==> src/rtl/rx_readback_dmac.sv <==
// rx_readback_dmac
//   Drains finished packets from the DDR ring buffer through an AXI4 read
//   master and forwards them as a 128-bit AXI-Stream toward the USB/host side.
//   After each complete packet, buffer_packet_tick is handshaked with the
//   write DMA so that it can release the packet's space.
//
// Ports
//   aclk, aresetn              clock, async active-low reset
//   read_enable                keep the read loop running
//   buffer_base_address/size   ring location and size (bytes)
//   buffer_packet_size_bytes   bytes per packet (multiple of burst bytes)
//   burst_length_set           beats per AXI burst, 1..256
//   buffer_empty               write DMA holds less than one packet
//   buffer_packet_tick(_ack)   packet-consumed strobe / level ack
//   read_state, read_error,
//   packet_count, read_address status
//   m_axi_ar*/m_axi_r*         AXI4 read address / data channels
//   m_axis_tx_*                AXI-Stream output, tlast on packet end
//
// state | meaning
// ------+---------------------------------------------------------------
//   0   | IDLE : counters and address reload, error clears
//   1   | WAIT : wait for a stored packet (buffer_empty=0)
//   2   | AR   : present burst address until arready
//   3   | R    : stream read beats straight through to the AXI-Stream port
//   4   | TICK : packet-consumed handshake with the write DMA
module rx_readback_dmac #(
  parameter int ADDR_W = 48,
  parameter int DATA_W = 128
) (
  input  logic              aclk,
  input  logic              aresetn,
  input  logic              read_enable,
  input  logic [ADDR_W-1:0] buffer_base_address,
  input  logic [31:0]       buffer_size,
  input  logic [16:0]       buffer_packet_size_bytes,
  input  logic [8:0]        burst_length_set,
  input  logic              buffer_empty,
  output logic              buffer_packet_tick,
  input  logic              buffer_packet_tick_ack,
  output logic [2:0]        read_state,
  output logic              read_error,
  output logic [31:0]       packet_count,
  output logic [31:0]       read_address,
  output logic [ADDR_W-1:0] m_axi_araddr,
  output logic [7:0]        m_axi_arlen,
  output logic              m_axi_arvalid,
  input  logic              m_axi_arready,
  input  logic [DATA_W-1:0] m_axi_rdata,
  input  logic [1:0]        m_axi_rresp,
  input  logic              m_axi_rlast,
  input  logic              m_axi_rvalid,
  output logic              m_axi_rready,
  output logic [DATA_W-1:0] m_axis_tx_tdata,
  output logic              m_axis_tx_tvalid,
  input  logic              m_axis_tx_tready,
  output logic              m_axis_tx_tlast
);

  localparam logic [2:0] S_IDLE = 3'd0;
  localparam logic [2:0] S_WAIT = 3'd1;
  localparam logic [2:0] S_AR   = 3'd2;
  localparam logic [2:0] S_R    = 3'd3;
  localparam logic [2:0] S_TICK = 3'd4;

  // TICK sub-phases: a stale ack must be seen low before the strobe rises
  localparam logic [1:0] T_PRE  = 2'd0;
  localparam logic [1:0] T_HIGH = 2'd1;
  localparam logic [1:0] T_POST = 2'd2;

  logic [2:0]        state_q, state_d;
  logic [1:0]        tph_q, tph_d;
  logic [ADDR_W-1:0] offset_q, offset_d;
  logic [16:0]       burst_cnt_q, burst_cnt_d;
  logic [16:0]       bpp_q, bpp_d;
  logic              read_error_q, read_error_d;
  logic [31:0]       packet_count_q, packet_count_d;

  logic [ADDR_W-1:0] burst_bytes;
  logic [ADDR_W-1:0] offset_next;
  logic [16:0]       bpp_calc;
  logic              in_r;
  logic              beat;
  logic              last_burst;
  logic              wrap;
  logic              err_now;
  logic              unused_rresp0;

  assign unused_rresp0 = m_axi_rresp[0];

  assign burst_bytes = ADDR_W'({burst_length_set, 4'b0000});
  assign bpp_calc    = buffer_packet_size_bytes / 17'({burst_length_set, 4'b0000});

  // The ring is tracked as an offset from base so that reset and IDLE
  // reload to the base address without needing a non-constant reset value.
  assign offset_next = offset_q + burst_bytes;
  assign wrap        = offset_next >= ADDR_W'(buffer_size);

  assign in_r       = (state_q == S_R);
  assign beat       = in_r & m_axi_rvalid & m_axis_tx_tready;
  assign last_burst = (burst_cnt_q == bpp_q - 17'd1);
  assign err_now    = read_error_q | (beat & m_axi_rresp[1]);

  always_comb begin
    state_d        = state_q;
    tph_d          = tph_q;
    offset_d       = offset_q;
    burst_cnt_d    = burst_cnt_q;
    bpp_d          = bpp_q;
    read_error_d   = read_error_q;
    packet_count_d = packet_count_q;

    case (state_q)
      S_IDLE: begin
        burst_cnt_d  = '0;
        offset_d     = '0;
        read_error_d = 1'b0;
        tph_d        = T_PRE;
        if (!read_enable) begin
          packet_count_d = '0;
        end else begin
          bpp_d   = bpp_calc;
          state_d = S_WAIT;
        end
      end

      S_WAIT: begin
        if (!read_enable) begin
          state_d = S_IDLE;
        end else if (!buffer_empty) begin
          state_d = S_AR;
        end
      end

      S_AR: begin
        if (m_axi_arready) begin
          state_d = S_R;
        end
      end

      S_R: begin
        if (beat && m_axi_rresp[1]) begin
          read_error_d = 1'b1;
        end
        if (beat && m_axi_rlast) begin
          offset_d = wrap ? '0 : offset_next;
          if (err_now) begin
            // errored packet is abandoned; no tick so the write DMA keeps it
            state_d = S_IDLE;
          end else if (!last_burst) begin
            burst_cnt_d = burst_cnt_q + 17'd1;
            state_d     = S_AR;
          end else begin
            burst_cnt_d = '0;
            tph_d       = T_PRE;
            state_d     = S_TICK;
          end
        end
      end

      S_TICK: begin
        case (tph_q)
          T_PRE: begin
            if (!buffer_packet_tick_ack) tph_d = T_HIGH;
          end
          T_HIGH: begin
            if (buffer_packet_tick_ack) tph_d = T_POST;
          end
          default: begin
            if (!buffer_packet_tick_ack) begin
              packet_count_d = packet_count_q + 32'd1;
              tph_d          = T_PRE;
              state_d        = read_enable ? S_WAIT : S_IDLE;
            end
          end
        endcase
      end

      default: begin
        state_d        = S_IDLE;
        tph_d          = T_PRE;
        offset_d       = '0;
        burst_cnt_d    = '0;
        read_error_d   = 1'b0;
        packet_count_d = '0;
      end
    endcase
  end

  always_ff @(posedge aclk or negedge aresetn) begin
    if (!aresetn) begin
      state_q        <= S_IDLE;
      tph_q          <= T_PRE;
      offset_q       <= '0;
      burst_cnt_q    <= '0;
      bpp_q          <= '0;
      read_error_q   <= 1'b0;
      packet_count_q <= '0;
    end else begin
      state_q        <= state_d;
      tph_q          <= tph_d;
      offset_q       <= offset_d;
      burst_cnt_q    <= burst_cnt_d;
      bpp_q          <= bpp_d;
      read_error_q   <= read_error_d;
      packet_count_q <= packet_count_d;
    end
  end

  assign m_axi_araddr  = buffer_base_address + offset_q;
  assign m_axi_arlen   = burst_length_set[7:0] - 8'd1;
  assign m_axi_arvalid = (state_q == S_AR);
  assign m_axi_rready  = in_r & m_axis_tx_tready;

  assign m_axis_tx_tvalid = in_r & m_axi_rvalid;
  assign m_axis_tx_tdata  = in_r ? m_axi_rdata : '0;
  assign m_axis_tx_tlast  = in_r & m_axi_rlast & last_burst;

  assign buffer_packet_tick = (state_q == S_TICK) && (tph_q == T_HIGH);

  assign read_state   = state_q;
  assign read_error   = read_error_q;
  assign packet_count = packet_count_q;
  assign read_address = m_axi_araddr[31:0];

endmodule

==> config.mk <==
export PLATFORM = sky130hd
export DESIGN_NAME = rx_readback_dmac
export DESIGN_NICKNAME = d
export VERILOG_FILES = /design/src/rtl/rx_readback_dmac.sv
export SDC_FILE = /design/constraint.sdc
export NUM_CORES = 1
export LEC_CHECK = 0
export ABC_AREA = 0
export CORE_MARGIN = 8
export CORE_UTILIZATION = 25
export CTS_BUF_LIST = sky130_fd_sc_hd__clkbuf_16
export DETAILED_ROUTE_END_ITERATION = 8
export PLACE_DENSITY = 0.61
export SLEW_MARGIN = 15
export SYNTH_ARGS = -nofsm -noshare
export SYNTH_HDL_FRONTEND = slang
export SYNTH_SLANG_ARGS = --single-unit
==> constraint.sdc <==
create_clock -name aclk -period 7.2 [get_ports aclk]
set_input_delay 0.72 -clock aclk [delete_from_list [all_inputs] [get_ports aclk]]
set_output_delay 0.72 -clock aclk [all_outputs]
set_load 0.02 [all_outputs]
==> flow_summary.json, run 1 <==
{
  "cellLeakagePower_nw": 10.3,
  "clkSinkCount": 116,
  "dp_hpwl_mm": 54.7,
  "tns_ns": -45.53,
  "dpl_worst_slack_ns": -12.99,
  "r2r_cells": 21,
  "critPathKind": "in2reg",
  "swShare_pct": 42.4,
  "slew_headroom_pct": 34.3,
  "cp_slowest_cell": "a2111oi_4",
  "finalNetCount": 2868,
  "postRouteAntennaNets": 0,
  "tritoncts": "done",
  "ys.flop_type": "dfrtp_1",
  "clock_latency_ns": 0.42,
  "power_density_mw_per_mm2": 343,
  "drt_pass1_iterations": 6,
  "status": "finished, violations left",
  "ys_seq_elements": 116,
  "critPathMaxStageDelay_ns": 0.46,
  "crit_top_cell": "a21oi_2",
  "cp.required_ns": 7.48,
  "synth_area_leaders": "dfrtp_1 (21%), ha_1 (15%), and2_1 (7.0%)",
  "comb_power_share_pct": 78.6,
  "synth_edf_count": 0,
  "power.internal_mw": 4.57,
  "synth_nets": 2158,
  "worstPathArrival_ns": 18.89,
  "die-area_sq_mm": 0.0634,
  "p_seq_share_pct": 9.8,
  "reg2reg_slack_ns": 1.91,
  "pwr-share-clk_pct": 11.6,
  "r2r_end": "offset_q[13]",
  "design.core.area_sq_mm": 0.0550,
  "critPathLaunch": "burst_length_set[2]",
  "grt_pass1_wl_mm": 98.5,
  "hold_viol_final": 0,
  "vias": 15603,
  "ys_types": 79,
  "power.total_mw": 7.92,
  "grt_util_all_layers_pct": 19.9,
  "rsz0062_at_grt": "true",
  "hp-class": "in2async",
  "area_delta_synth_final_pct": 66.3,
  "switchingPower_mw": 3.36,
  "finalInstanceArea_sq_mm": 0.0231,
  "slew_violations": 0,
  "max_freq_mhz": 53.7,
  "gp_congestion": 0.970,
  "synth_warnings": 0,
  "cts_buffers": 17,
  "die_width_um": 252,
  "clk_path_buf_depth": 2,
  "fin_ws_ns": -11.41,
  "dp_cells": 3106,
  "skew_ns": 0.0123,
  "placed_area_sq_mm": 0.0213,
  "start_util_pct": 25.3,
  "post_drt_wl_per_cell_um": 20.6,
  "path_clk_slew_ns": 0.06,
  "path_max_fanout": 8,
  "yosysTopAreaCell": "dfrtp_1",
  "setup_viol": 8,
  "cap_violations": 0,
  "rr_startpoint": "offset_q[4]",
  "port-buffer-count": 488,
  "root_buffer": "clkbuf_16",
  "crit_path_start_kind": "input pin",
  "drive_gt1_share_pct": 20.8,
  "htree_levels": 4,
  "antenna_found_initial": 1,
  "violations": "negative setup slack",
  "grt_max_degree": 88,
  "synth_cells": 1746,
  "layoutNonFillerInstCount": 3218,
  "drc": 0,
  "syn-cell-area_sq_mm": 0.0139,
  "via_per_inst": 4.85,
  "drt_iter0_drc": 805,
  "synth.top_cell.area_share_pct": 20.9,
  "endpoint_kind": "flip-flop",
  "finalCritPeriodShare_pct": 259,
  "drt-total-wl_mm": 66.4,
  "die_height_um": 252,
  "period_minus_slack_ns": 18.61,
  "avgSynthCellArea_sq_um": 7.96,
  "grt_pass1_vias": 15745,
  "synth_async_sr_flop_share_pct": 100,
  "vdd_ir_drop_max_mv": 0.365,
  "overflow": 0,
  "tightest_slew_ns": 0.983,
  "rows": 86,
  "hold_buffers": 0,
  "io_pins": 502,
  "ys_seq_area_share_pct": 20.9
}
cell families (layout without fill, tap and decap cells):
group | count (synthesis) | in the layout | share of synthesized area (%)
AO/OA/AOI/OAI | 402 | 402 | 19.5
flip-flops | 116 | 116 | 20.9
other | 0 | 1 | 0
XOR/XNOR | 154 | 154 | 9.70
adder cells (fa/ha/maj) | 167 | 167 | 15.1
buffers and inverters | 169 | 891 | 5.68
AND/OR/NAND/NOR | 698 | 699 | 25.8
multiplexers | 40 | 40 | 3.36
power groups by stage:
stage | logic [mW] | registers (mW) | clock network (mW)
global placement | 5.26 | 0.787 | 0
floorplan | 3.34 | 0.762 | 0
finish | 6.22 | 0.779 | 0.919
CTS | 6.09 | 0.779 | 0.943
global route | 6.76 | 0.790 | 0.973
detailed placement | 5.37 | 0.790 | 0
how the worst max path moves through the flow:
stage                           to  slack (ns)  cells past startpoint
after floorplan           bpp_q[0]      -11.69                    103
after global placement    bpp_q[0]      -12.39                     95
after detailed placement  bpp_q[0]      -12.99                     96
after CTS                 bpp_q[0]      -11.12                     96
after global routing      bpp_q[0]      -12.39                    101
final                     bpp_q[0]      -11.41                     95
synthesized netlist by cell type (27+ instances only):
master and n:
nand4_1 27, nand3_1 53, xor2_1 66, nand2_1 122
nor3_1 58, and2_1 156, mux2_2 29, xnor2_1 88
clkbuf_1 57, nor2_1 156, dfrtp_1 116, o21a_1 30
inv_1 71, buf_4 34, o21ai_0 91, a21o_1 46
nor2b_1 28, ha_1 166, a21oi_1 89
state kept, by name (all words and copies together) (netlist names):
register	cells
offset_q	44
packet_count	32
bpp_q	17
burst_cnt_q	17
read_state	3
tph_q	2
read_error	1
metal layers:
layer  up-vias  share of wire [%]  GRT usage, %
met1      7532                 47          27.4
met3        49                5.0          2.83
met2       416                 47          33.2
li1       7604                  -             -
met4         2                1.1          3.12
met5         -              0.020             0
area by class of cell:
| type | count | area, sq um |
|---|---|---|
| Tap cell | 748 | 936 |
| Inverter | 71 | 267 |
| Antenna cell | 1 | 2.50 |
| Multi-Input combinational cell | 1462 | 11100 |
| Clock buffer | 17 | 425 |
| Clock inverter | 15 | 204 |
| Fill cell | 5341 | 31900 |
| Timing Repair Buffer | 788 | 7230 |
| Sequential cell | 116 | 2900 |
worst max-delay path, delay by kind of cell:
| family | cells | cell delay, ns |
|---|---|---|
| AOI/OAI and AO/OA | 49 | 9.31 |
| adders and majority gates | 12 | 3.25 |
| buffers and inverters | 6 | 0.79 |
| muxes | 4 | 1.15 |
| and+or+nand+nor | 24 | 3.66 |
metrics by stage:
| stage | util [%] | hold slack [ns] |
|---|---|---|
| floorplan | - | 0.424 |
| global placement | 38.7 | 0.488 |
| detailed placement | 38.7 | 0.503 |
| CTS | 41.7 | 0.372 |
| global route | 42.0 | 0.393 |
| finish | 42.0 | 0.348 |
timing repair:
action,CTS,global route
setup endpoints to repair,8,8
resized for setup,123,28
pin swaps,86,8
cloned,1,0
buffers inserted,67,12
layout by cell type (no fill, tap or decap), types with 73 or more instances in the layout:
master / instances
a21oi_1: 73
dfrtp_1: 116
and2_1: 153
buf_4: 275
nor2_1: 148
clkdlybuf4s50_1: 480
ha_1: 137
xnor2_1: 88
nand2_1: 116
No activity file was read; power rests on OpenSTA's default activity.
==> run 2: changes to the inputs <==
--- a/config.mk
+++ b/config.mk
@@ -9,6 +9,7 @@
 export CORE_MARGIN = 8
 export CORE_UTILIZATION = 25
 export CTS_BUF_LIST = sky130_fd_sc_hd__clkbuf_16
+export CTS_CLUSTER_DIAMETER = 30
 export DETAILED_ROUTE_END_ITERATION = 8
 export PLACE_DENSITY = 0.61
 export SLEW_MARGIN = 15
==> results of run 2 <==
No change in the layout: final DEF, timing and power equal those of run 1.
